<file path="src/rtl/hazard_pkg.sv">
// ----------------------------------------------------------------------------
// hazard_pkg
// Shared types and constants for the pipeline hazard controller.
//   hz_state_e     : controller state (idle / multi-cycle load-use stall)
//   REG_X0         : architectural zero register address (never a hazard source)
//   ID_EX_NOP_SEL  : ID/EX control mux select that loads NOP control
//   ID_EX_PASS_SEL : ID/EX control mux select that passes decoded control
// ----------------------------------------------------------------------------
package hazard_pkg;

  typedef enum logic [0:0] {
    HZ_IDLE  = 1'b0,
    HZ_STALL = 1'b1
  } hz_state_e;

  localparam logic [31:0] REG_X0         = 32'd0;
  localparam logic        ID_EX_NOP_SEL  = 1'b1;
  localparam logic        ID_EX_PASS_SEL = 1'b0;

endpackage

</file>
<file path="src/rtl/hazard_stall_counter.sv">
// ----------------------------------------------------------------------------
// hazard_stall_counter
// Down-counter tracking the remaining load-use stall cycles.
// Priority: reset/clear > load > decrement > hold. Decrement saturates at 0.
// Ports:
//   clk, reset  : clock, synchronous active-high reset
//   i_clear     : force count to zero (stall aborted)
//   i_load      : load i_load_val
//   i_load_val  : reload value
//   i_dec       : decrement by one
//   o_done      : count equals one, i.e. this is the last stall cycle
// ----------------------------------------------------------------------------
module hazard_stall_counter #(
  parameter int CNT_W = 4
) (
  input  logic             clk,
  input  logic             reset,
  input  logic             i_clear,
  input  logic             i_load,
  input  logic [CNT_W-1:0] i_load_val,
  input  logic             i_dec,
  output logic             o_done
);

  logic [CNT_W-1:0] r_cnt;

  // Remaining-stall counter update.
  always_ff @(posedge clk) begin
    if (reset || i_clear) begin
      r_cnt <= {CNT_W{1'b0}};
    end else if (i_load) begin
      r_cnt <= i_load_val;
    end else if (i_dec && (r_cnt != {CNT_W{1'b0}})) begin
      r_cnt <= r_cnt - {{(CNT_W-1){1'b0}}, 1'b1};
    end else begin
      r_cnt <= r_cnt;
    end
  end

  assign o_done = (r_cnt == {{(CNT_W-1){1'b0}}, 1'b1});

endmodule

</file>
<file path="src/rtl/hazard_control_unit.sv">
// ----------------------------------------------------------------------------
// hazard_control_unit
// Pipeline hazard controller sitting beside the ID stage of the 5-stage core.
// Handles multi-cycle load-use stalls, taken-branch flushes of IF/ID and ID/EX,
// and a whole-pipe freeze while data memory is busy.
// Priority (high to low): reset > dmem_busy > branch > load stall.
// Optional feature macro: HAZARD_PERF_CNT_EN (adds stall_cycles/flush_count).
// Ports:
//   clk, reset                 : clock, synchronous active-high reset
//   id_valid, id_rs1, id_rs2   : ID instruction and its source registers
//   id_use_rs1, id_use_rs2     : ID instruction actually reads rs1/rs2
//   ex_mem_read, ex_rd         : EX instruction is a load, and its destination
//   ex_branch_taken            : EX resolved a taken branch/jump
//   dmem_busy                  : data memory not ready
//   pc_write, if_id_write      : front-end write enables
//   id_ex_bubble               : ID/EX loads NOP control
//   if_id_flush, id_ex_flush   : flush strobes
//   pipe_freeze                : back-end hold
//   stall_cycles, flush_count  : perf counters (HAZARD_PERF_CNT_EN only)
// ----------------------------------------------------------------------------
module hazard_control_unit
  import hazard_pkg::*;
#(
  parameter int REG_AW      = 5,
  parameter int LOAD_STALLS = 1,
  parameter int CNT_W       = 4
) (
  input  logic              clk,
  input  logic              reset,
  input  logic              id_valid,
  input  logic [REG_AW-1:0] id_rs1,
  input  logic [REG_AW-1:0] id_rs2,
  input  logic              id_use_rs1,
  input  logic              id_use_rs2,
  input  logic              ex_mem_read,
  input  logic [REG_AW-1:0] ex_rd,
  input  logic              ex_branch_taken,
  input  logic              dmem_busy,
  output logic              pc_write,
  output logic              if_id_write,
  output logic              id_ex_bubble,
  output logic              if_id_flush,
  output logic              id_ex_flush,
  output logic              pipe_freeze
`ifdef HAZARD_PERF_CNT_EN
  ,
  output logic [31:0]       stall_cycles,
  output logic [31:0]       flush_count
`endif
);

  localparam logic [CNT_W-1:0] RELOAD_VAL = CNT_W'(LOAD_STALLS - 1);
  localparam bit               MULTI_STALL = (LOAD_STALLS > 1);

  hz_state_e r_state;
  hz_state_e w_state_nxt;
  logic      w_hit;
  logic      w_cnt_clear;
  logic      w_cnt_load;
  logic      w_cnt_dec;
  logic      w_cnt_done;

  // x0 is hard-wired zero, so a load targeting it cannot create a dependency.
  assign w_hit = id_valid && ex_mem_read && (ex_rd != REG_X0[REG_AW-1:0]) &&
                 ((id_use_rs1 && (id_rs1 == ex_rd)) ||
                  (id_use_rs2 && (id_rs2 == ex_rd)));

  // Output decode and next-state selection in priority order.
  always_comb begin
    pc_write     = 1'b1;
    if_id_write  = 1'b1;
    id_ex_bubble = ID_EX_PASS_SEL;
    if_id_flush  = 1'b0;
    id_ex_flush  = 1'b0;
    pipe_freeze  = 1'b0;
    w_state_nxt  = r_state;
    w_cnt_clear  = 1'b0;
    w_cnt_load   = 1'b0;
    w_cnt_dec    = 1'b0;
    if (reset) begin
      pc_write     = 1'b0;
      if_id_write  = 1'b0;
      id_ex_bubble = ID_EX_NOP_SEL;
      w_state_nxt  = HZ_IDLE;
    end else if (dmem_busy) begin
      // EX is frozen and will re-present any taken branch once busy drops.
      pc_write    = 1'b0;
      if_id_write = 1'b0;
      pipe_freeze = 1'b1;
    end else if (ex_branch_taken) begin
      // Wrong-path instructions in IF/ID and ID/EX die; any stall is moot.
      if_id_flush = 1'b1;
      id_ex_flush = 1'b1;
      w_state_nxt = HZ_IDLE;
      w_cnt_clear = 1'b1;
    end else begin
      case (r_state)
        HZ_IDLE: begin
          if (w_hit) begin
            pc_write     = 1'b0;
            if_id_write  = 1'b0;
            id_ex_bubble = ID_EX_NOP_SEL;
            if (MULTI_STALL) begin
              w_state_nxt = HZ_STALL;
              w_cnt_load  = 1'b1;
            end else begin
              w_state_nxt = HZ_IDLE;
            end
          end else begin
            w_state_nxt = HZ_IDLE;
          end
        end
        HZ_STALL: begin
          // No re-detection here: the stall length is fixed at entry.
          pc_write     = 1'b0;
          if_id_write  = 1'b0;
          id_ex_bubble = ID_EX_NOP_SEL;
          w_cnt_dec    = 1'b1;
          if (w_cnt_done) begin
            w_state_nxt = HZ_IDLE;
          end else begin
            w_state_nxt = HZ_STALL;
          end
        end
        default: begin
          w_state_nxt = HZ_IDLE;
          w_cnt_clear = 1'b1;
        end
      endcase
    end
  end

  // Controller state register.
  always_ff @(posedge clk) begin
    if (reset) begin
      r_state <= HZ_IDLE;
    end else begin
      r_state <= w_state_nxt;
    end
  end

  hazard_stall_counter #(
    .CNT_W (CNT_W)
  ) u_stall_cnt (
    .clk        (clk),
    .reset      (reset),
    .i_clear    (w_cnt_clear),
    .i_load     (w_cnt_load),
    .i_load_val (RELOAD_VAL),
    .i_dec      (w_cnt_dec),
    .o_done     (w_cnt_done)
  );

`ifdef HAZARD_PERF_CNT_EN
  logic [31:0] r_stall_cycles;
  logic [31:0] r_flush_count;

  // Free-running perf counters; wrap naturally at 2**32.
  always_ff @(posedge clk) begin
    if (reset) begin
      r_stall_cycles <= 32'd0;
      r_flush_count  <= 32'd0;
    end else begin
      r_stall_cycles <= r_stall_cycles + {31'd0, id_ex_bubble};
      r_flush_count  <= r_flush_count + {31'd0, if_id_flush};
    end
  end

  assign stall_cycles = r_stall_cycles;
  assign flush_count  = r_flush_count;
`endif

endmodule

</file>
<file path="config.mk">
export PLATFORM = sky130hd
export DESIGN_NAME = hazard_control_unit
export DESIGN_NICKNAME = d
export VERILOG_FILES = /design/src/rtl/hazard_pkg.sv /design/src/rtl/hazard_stall_counter.sv /design/src/rtl/hazard_control_unit.sv
export SDC_FILE = /design/constraint.sdc
export NUM_CORES = 1
export LEC_CHECK = 0
export ABC_CLOCK_PERIOD_IN_PS = 1900
export CAP_MARGIN = 20
export CORE_UTILIZATION = 37
export DETAILED_ROUTE_END_ITERATION = 10
export PLACE_DENSITY_LB_ADDON = 0.25
export SYNTH_ARGS = -nofsm -noshare
export SYNTH_HDL_FRONTEND = slang
export SYNTH_HIERARCHICAL = 1
export SYNTH_SLANG_ARGS = --single-unit
</file>
<file path="constraint.sdc">
create_clock -name clk -period 1.9 [get_ports clk]
set_clock_uncertainty 0.15 [all_clocks]
set_input_delay 0.19 -clock clk [delete_from_list [all_inputs] [get_ports clk]]
set_output_delay 0.19 -clock clk [all_outputs]
set_load 0.01 [all_outputs]
</file>
# [After elaboration in Yosys (flattened, before gate mapping)]
# Index checks and enable logic that the tools add are counted.
[word_totals] ff_bits=5 latch_bits=0 ramBits=0 mem_bits_ro=0 input_bits=23 out_inout_bits=6 word_cells=39 mem_count=0
[op_classes] n_addsub=1 multipliers=0 n_div=0 n_lt_le_gt_ge=0 eq_ne=3 shifts=0 mux=22 bitwise=1 n_reduce_logical=10
[ops] op="$mux 1" n=19
[ops] op="$eq 5x5->1" n=2
[ops] op="$logic_and 1x1->1" n=6
[ops] op="$pmux 1 s2" n=3
[ops] op="$reduce_bool 5->1" n=1
[ops] op="$eq 4x1->1 const B" n=1
[ops] op="$reduce_bool 4->1" n=1
[ops] op="$sub 4x1->4 const B" n=1
[ops] op="$logic_or 1x1->1" n=2
[ops] op="$not 1->1" n=1

# [Longest topological paths before layout]
[depth] depth_word=9 ltp_mapped=6 depth_no_buf=6

# [Modules after synthesis]
# Netlist, hierarchy kept.
[by_module_without_submodules] mod="hazard_stall_counter" n_inst=1 cells_each=34 area_each_um2=277.8 seq_area_each_um2=80.1
[by_module_without_submodules] mod="hazard_control_unit" n_inst=1 cells_each=36 area_each_um2=239.0 seq_area_each_um2=20.0

# [Worst setup path before layout]
# No wires, ideal clock.
[synth_timing] kind="register to register" startpoint="reg u_stall_cnt.r_cnt[0]" endpoint="reg u_stall_cnt.r_cnt[0]" arrival_time_ns=1.330 setup_slack_ns=0.294 stages_incl_launch_ff=7 synth_period_minus_slack_ns=1.606 cell_sequence="dfxtp_1 inv_1 ha_1 or3b_1 buf_2 a211oi_1 nor3_2"
[synth_between] elab_chain_len=2
[synth_lines] item="start, declared" line="hazard_stall_counter.sv:25" rtl="logic [CNT_W-1:0] r_cnt;"
[synth_lines] item="start signal, assigned" line="hazard_stall_counter.sv:30" rtl="r_cnt <= {CNT_W{1'b0}};"
[synth_lines] item="start signal, assigned" line="hazard_stall_counter.sv:32" rtl="r_cnt <= i_load_val;"
[synth_lines] item="start signal, assigned" line="hazard_stall_counter.sv:34" rtl="r_cnt <= r_cnt - {{(CNT_W-1){1'b0}}, 1'b1};"
[synth_lines] item="parallel branches: the longest is 2 deep, another holds $sub 4x1->4"
# Several ways; the timed one is not identified.
# A chain may end at the register's enable or synchronous reset.

# [Worst setup path in the final report]
[layout_timing] startpoint="in id_rs1[4]" endpoint="out pc_write"
[layout_between] elab_chain_len=9
[layout_lines] item="start, declared" line="hazard_control_unit.sv:31" rtl="input logic [REG_AW-1:0] id_rs1,"
[layout_lines] item="$eq 5x5->1" line="hazard_control_unit.sv:65" rtl="((id_use_rs1 && (id_rs1 == ex_rd)) ||"
[layout_lines] item="$logic_and 1x1->1" line="hazard_control_unit.sv:65"
[layout_lines] item="$logic_or 1x1->1" line="hazard_control_unit.sv:65"
[layout_lines] item="$logic_and 1x1->1" line="hazard_control_unit.sv:64" rtl="assign w_hit = id_valid && ex_mem_read && (ex_rd != REG_X0[REG_AW-1:0]) &&"
[layout_lines] item="$mux 1" line="hazard_control_unit.sv:99" rtl="if (w_hit) begin"
[layout_lines] item="$pmux 1 s2" line="hazard_control_unit.sv:97" rtl="case (r_state)"
[layout_lines] item="$mux 1" line="hazard_control_unit.sv:90" rtl="end else if (ex_branch_taken) begin"
[layout_lines] item="$mux 1" line="hazard_control_unit.sv:85" rtl="end else if (dmem_busy) begin"
[layout_lines] item="$mux 1" line="hazard_control_unit.sv:80" rtl="if (reset) begin"
[layout_lines] item="end, declared" line="hazard_control_unit.sv:39" rtl="output logic pc_write,"
# No other way between the ends.

==> results_dict.tcl <==
set metrics [dict create \
    crit_path_max_fanout 2 \
    path_class "input pin to output port" \
    final_period_minus_worst_setup_slack_ps 1790 \
    cp-start-kind "input pin" \
    drt_pre_antenna_iters 2 \
    coreArea_um2 1300 \
    wl_per_cell_um 10.8 \
    routed_via_density 4.71 \
    ant_nets 0 \
    total_leakage_power_nw 0.375 \
    cts.clk_slew.worst_paths_ps 40 \
    number_of_clock_buffers_inserted_by_tritoncts 3 \
    critical_path.top_delay_family "buffers and inverters" \
    clock_tree.htree_level_count 1 \
    critPathMaxStageDelay_ps 470 \
    final.setup.tns_ps 0 \
    multi_input_area_um2 422 \
    gp_congestion 0.729 \
    maxCapViolations 0 \
    drc_errors 0 \
    dieArea_um2 1550 \
    yosysMostFrequentCell "xnor2_1" \
    seqPwrFrac_pct 31.1 \
    internal_power_w 0.000270 \
    power.net_switching_w 0.000107 \
    syn-instance-count 70 \
    power.switching_fraction_pct 28.4 \
    synth_enable_flop_cells 0 \
    cp_data_arrival_time_ps 1450 \
    synth_largest_area_cell "dfxtp_1" \
    port-buffer-count 28 \
    largest_cells_by_area_after_synthesis "dfxtp_1 19%, xnor2_1 17%, nor2_1 6.5%, ha_1 4.8%, nand4_1 4.8%" \
    rows 13 \
    grt_pass1_wl_mm 2.14 \
    timing.critical_path.slowest_stage_cell "clkdlybuf4s50_1" \
    power_frac_clock_pct 32.7 \
    tritoncts_clock_tree "built" \
    global_route.overflow_total 0 \
    path_cells "clkdlybuf4s50_1, xnor2_1, nand4_1, o22ai_2, a21oi_1, clkdlybuf4s15_1" \
    dp_hpwl_mm 1.20 \
    post-layout-total-power_w 0.000377 \
    post_cts_hold_buffer_count 0 \
    ys.flop_type "dfxtp_1" \
    maximum_clock_path_buffer_count 2 \
    groute.usage.overall_pct 20.5 \
    postLayoutSetupSlackWorst_ps 114 \
    pwr_cell_area_nw_per_um2 429 \
    power.share.combinational_pct 36.2 \
    synth_common_cells "10 x xnor2_1, 9 x nor2_1, 5 x dfxtp_1, 5 x inv_1" \
    filler_cell_count 134 \
    clk_root_buffer_cell "clkbuf_4" \
    fp.dieH_um 39.4 \
    ys_async_sr_fraction_pct 0 \
    yosys_warnings 6 \
    rsz0062_at_grt "false" \
    worst_slack_at_placement_ps -373 \
    via_count_of_the_first_global_routing_pass 531 \
    clock_latency_ps 240 \
    ir_drop_mv 0.199 \
    fraction_of_synthesized_cell_area_taken_by_the_top_area_cell_type_pct 19.4 \
    cts_num_sinks 5 \
    i_o_pins 29 \
    largest_net_degree_at_the_start_of_global_routing 9 \
    synth.cell_area_um2 517 \
    yosysUniqueCellTypes 29 \
    timing.final.hold_violations 0 \
    finalNetCount 138 \
    synth_area_per_cell_um2 7.38 \
    run_status "completed" \
    timing.final.max_slew_violations 0 \
    antenna_found_initial 0 \
    ff_latch_area_um2 100 \
    start_util_pct 39.7 \
    fraction_of_the_cycle_the_final_worst_path_needs_pct 94.0 \
    drt_iter0_markers 4 \
    die_width_um 39.4 \
    seq_area_frac_synth_pct 19.4 \
    endpoint_kind "output port" \
    cp.buffers_inverters 2 \
    timing.final.setup_violations 0 \
    max_freq_mhz 560 \
    synthToLayoutAreaGrowth_pct 70.0 \
    yosys_register_bits 5 \
    fraction_of_final_layout_cells_with_drive_strength_greater_than_1_pct 8.04 \
    routed_wire_length_mm 1.37 \
    timing.hold.worst.class "flop to flop" \
    critPathRequiredTime_ps 1560 \
    diodes 0 \
    dr_total_vias 598 \
]
-- worst paths after layout --
path | end | slack (ps) | from | cells past startpoint
max | pc_write | 110 | id_rs1[4] | 6
min | r_state | 320 | r_state | 1
max reg2reg | u_stall_cnt/r_cnt[0] | 210 | u_stall_cnt/r_cnt[1] | 5
min reg2reg | r_state | 320 | r_state | 1
-- flip-flops by register name, summed over array words and instances, names as in the netlist --
register,flops
u_stall_cnt/r_cnt,4
r_state,1
-- power by group through the flow --
stage | logic, W | registers [W] | clock network [W]
floorplan | 0.0000673 | 0.000117 | 0
CTS | 0.000137 | 0.000117 | 0.000130
global route | 0.000151 | 0.000118 | 0.000142
detailed placement | 0.000141 | 0.000119 | 0
global placement | 0.000138 | 0.000119 | 0
finish | 0.000136 | 0.000117 | 0.000123
-- logic make-up (layout without fill, tap and decap cells) --
family	Yosys count	in the layout	synth area share, %
buffers and inverters	8	40	7.50
xor gates and xnor gates	10	10	16.9
DFF	5	5	19.4
other	1	11	0.726
and+or+nand+nor	32	32	34.4
AOI/OAI and AO/OA	12	12	16.2
adders and majority gates	2	2	4.84
-- layer usage --
layer,share of wire [%],global-route usage [%],up-vias
li1,-,-,320
met1,43,22.8,259
met2,52,39.6,19
met3,5.8,2.84,0
met4,0,5.17,0
met5,0,0,-
-- metrics by stage --
step                      utilization [%]  hold WS, ps  instances  cell area (um2)
after CTS                            67.5          325        127              878
after floorplan                         -          116         80              554
after global placement               65.8          317        123              856
after global routing                 67.5          348        127              878
final                                67.5          322        127              878
after detailed placement             65.8          321        123              856
-- final cells by class --
| type | instances | area share, % |
|---|---|---|
| tap | 15 | 2.14 |
| timing repair buffer | 31 | 33.3 |
| clock buffer | 4 | 2.99 |
| multi-input combinational | 67 | 48.0 |
| inverter | 5 | 2.14 |
| sequential | 5 | 11.4 |
-- placed cells by master, fill, tap and decap left out, drive strengths merged, types with 3 or more instances in the layout --
master and count:
buf 3, clkbuf 5, clkdlybuf4s50 18, conb 11, dfxtp 5, dlygate4sd2 6
inv 5, nand2 4, nand4 4, nor2 9, nor3 4, xnor2 10
-- what timing repair did --
action                                  4_1_cts  5_1_grt
endpoints found under the setup margin        5        4
resized for setup                            11        4
pin swaps                                     0        1
setup buffers                                 0        0
No activity file was read; power rests on OpenSTA's default activity.
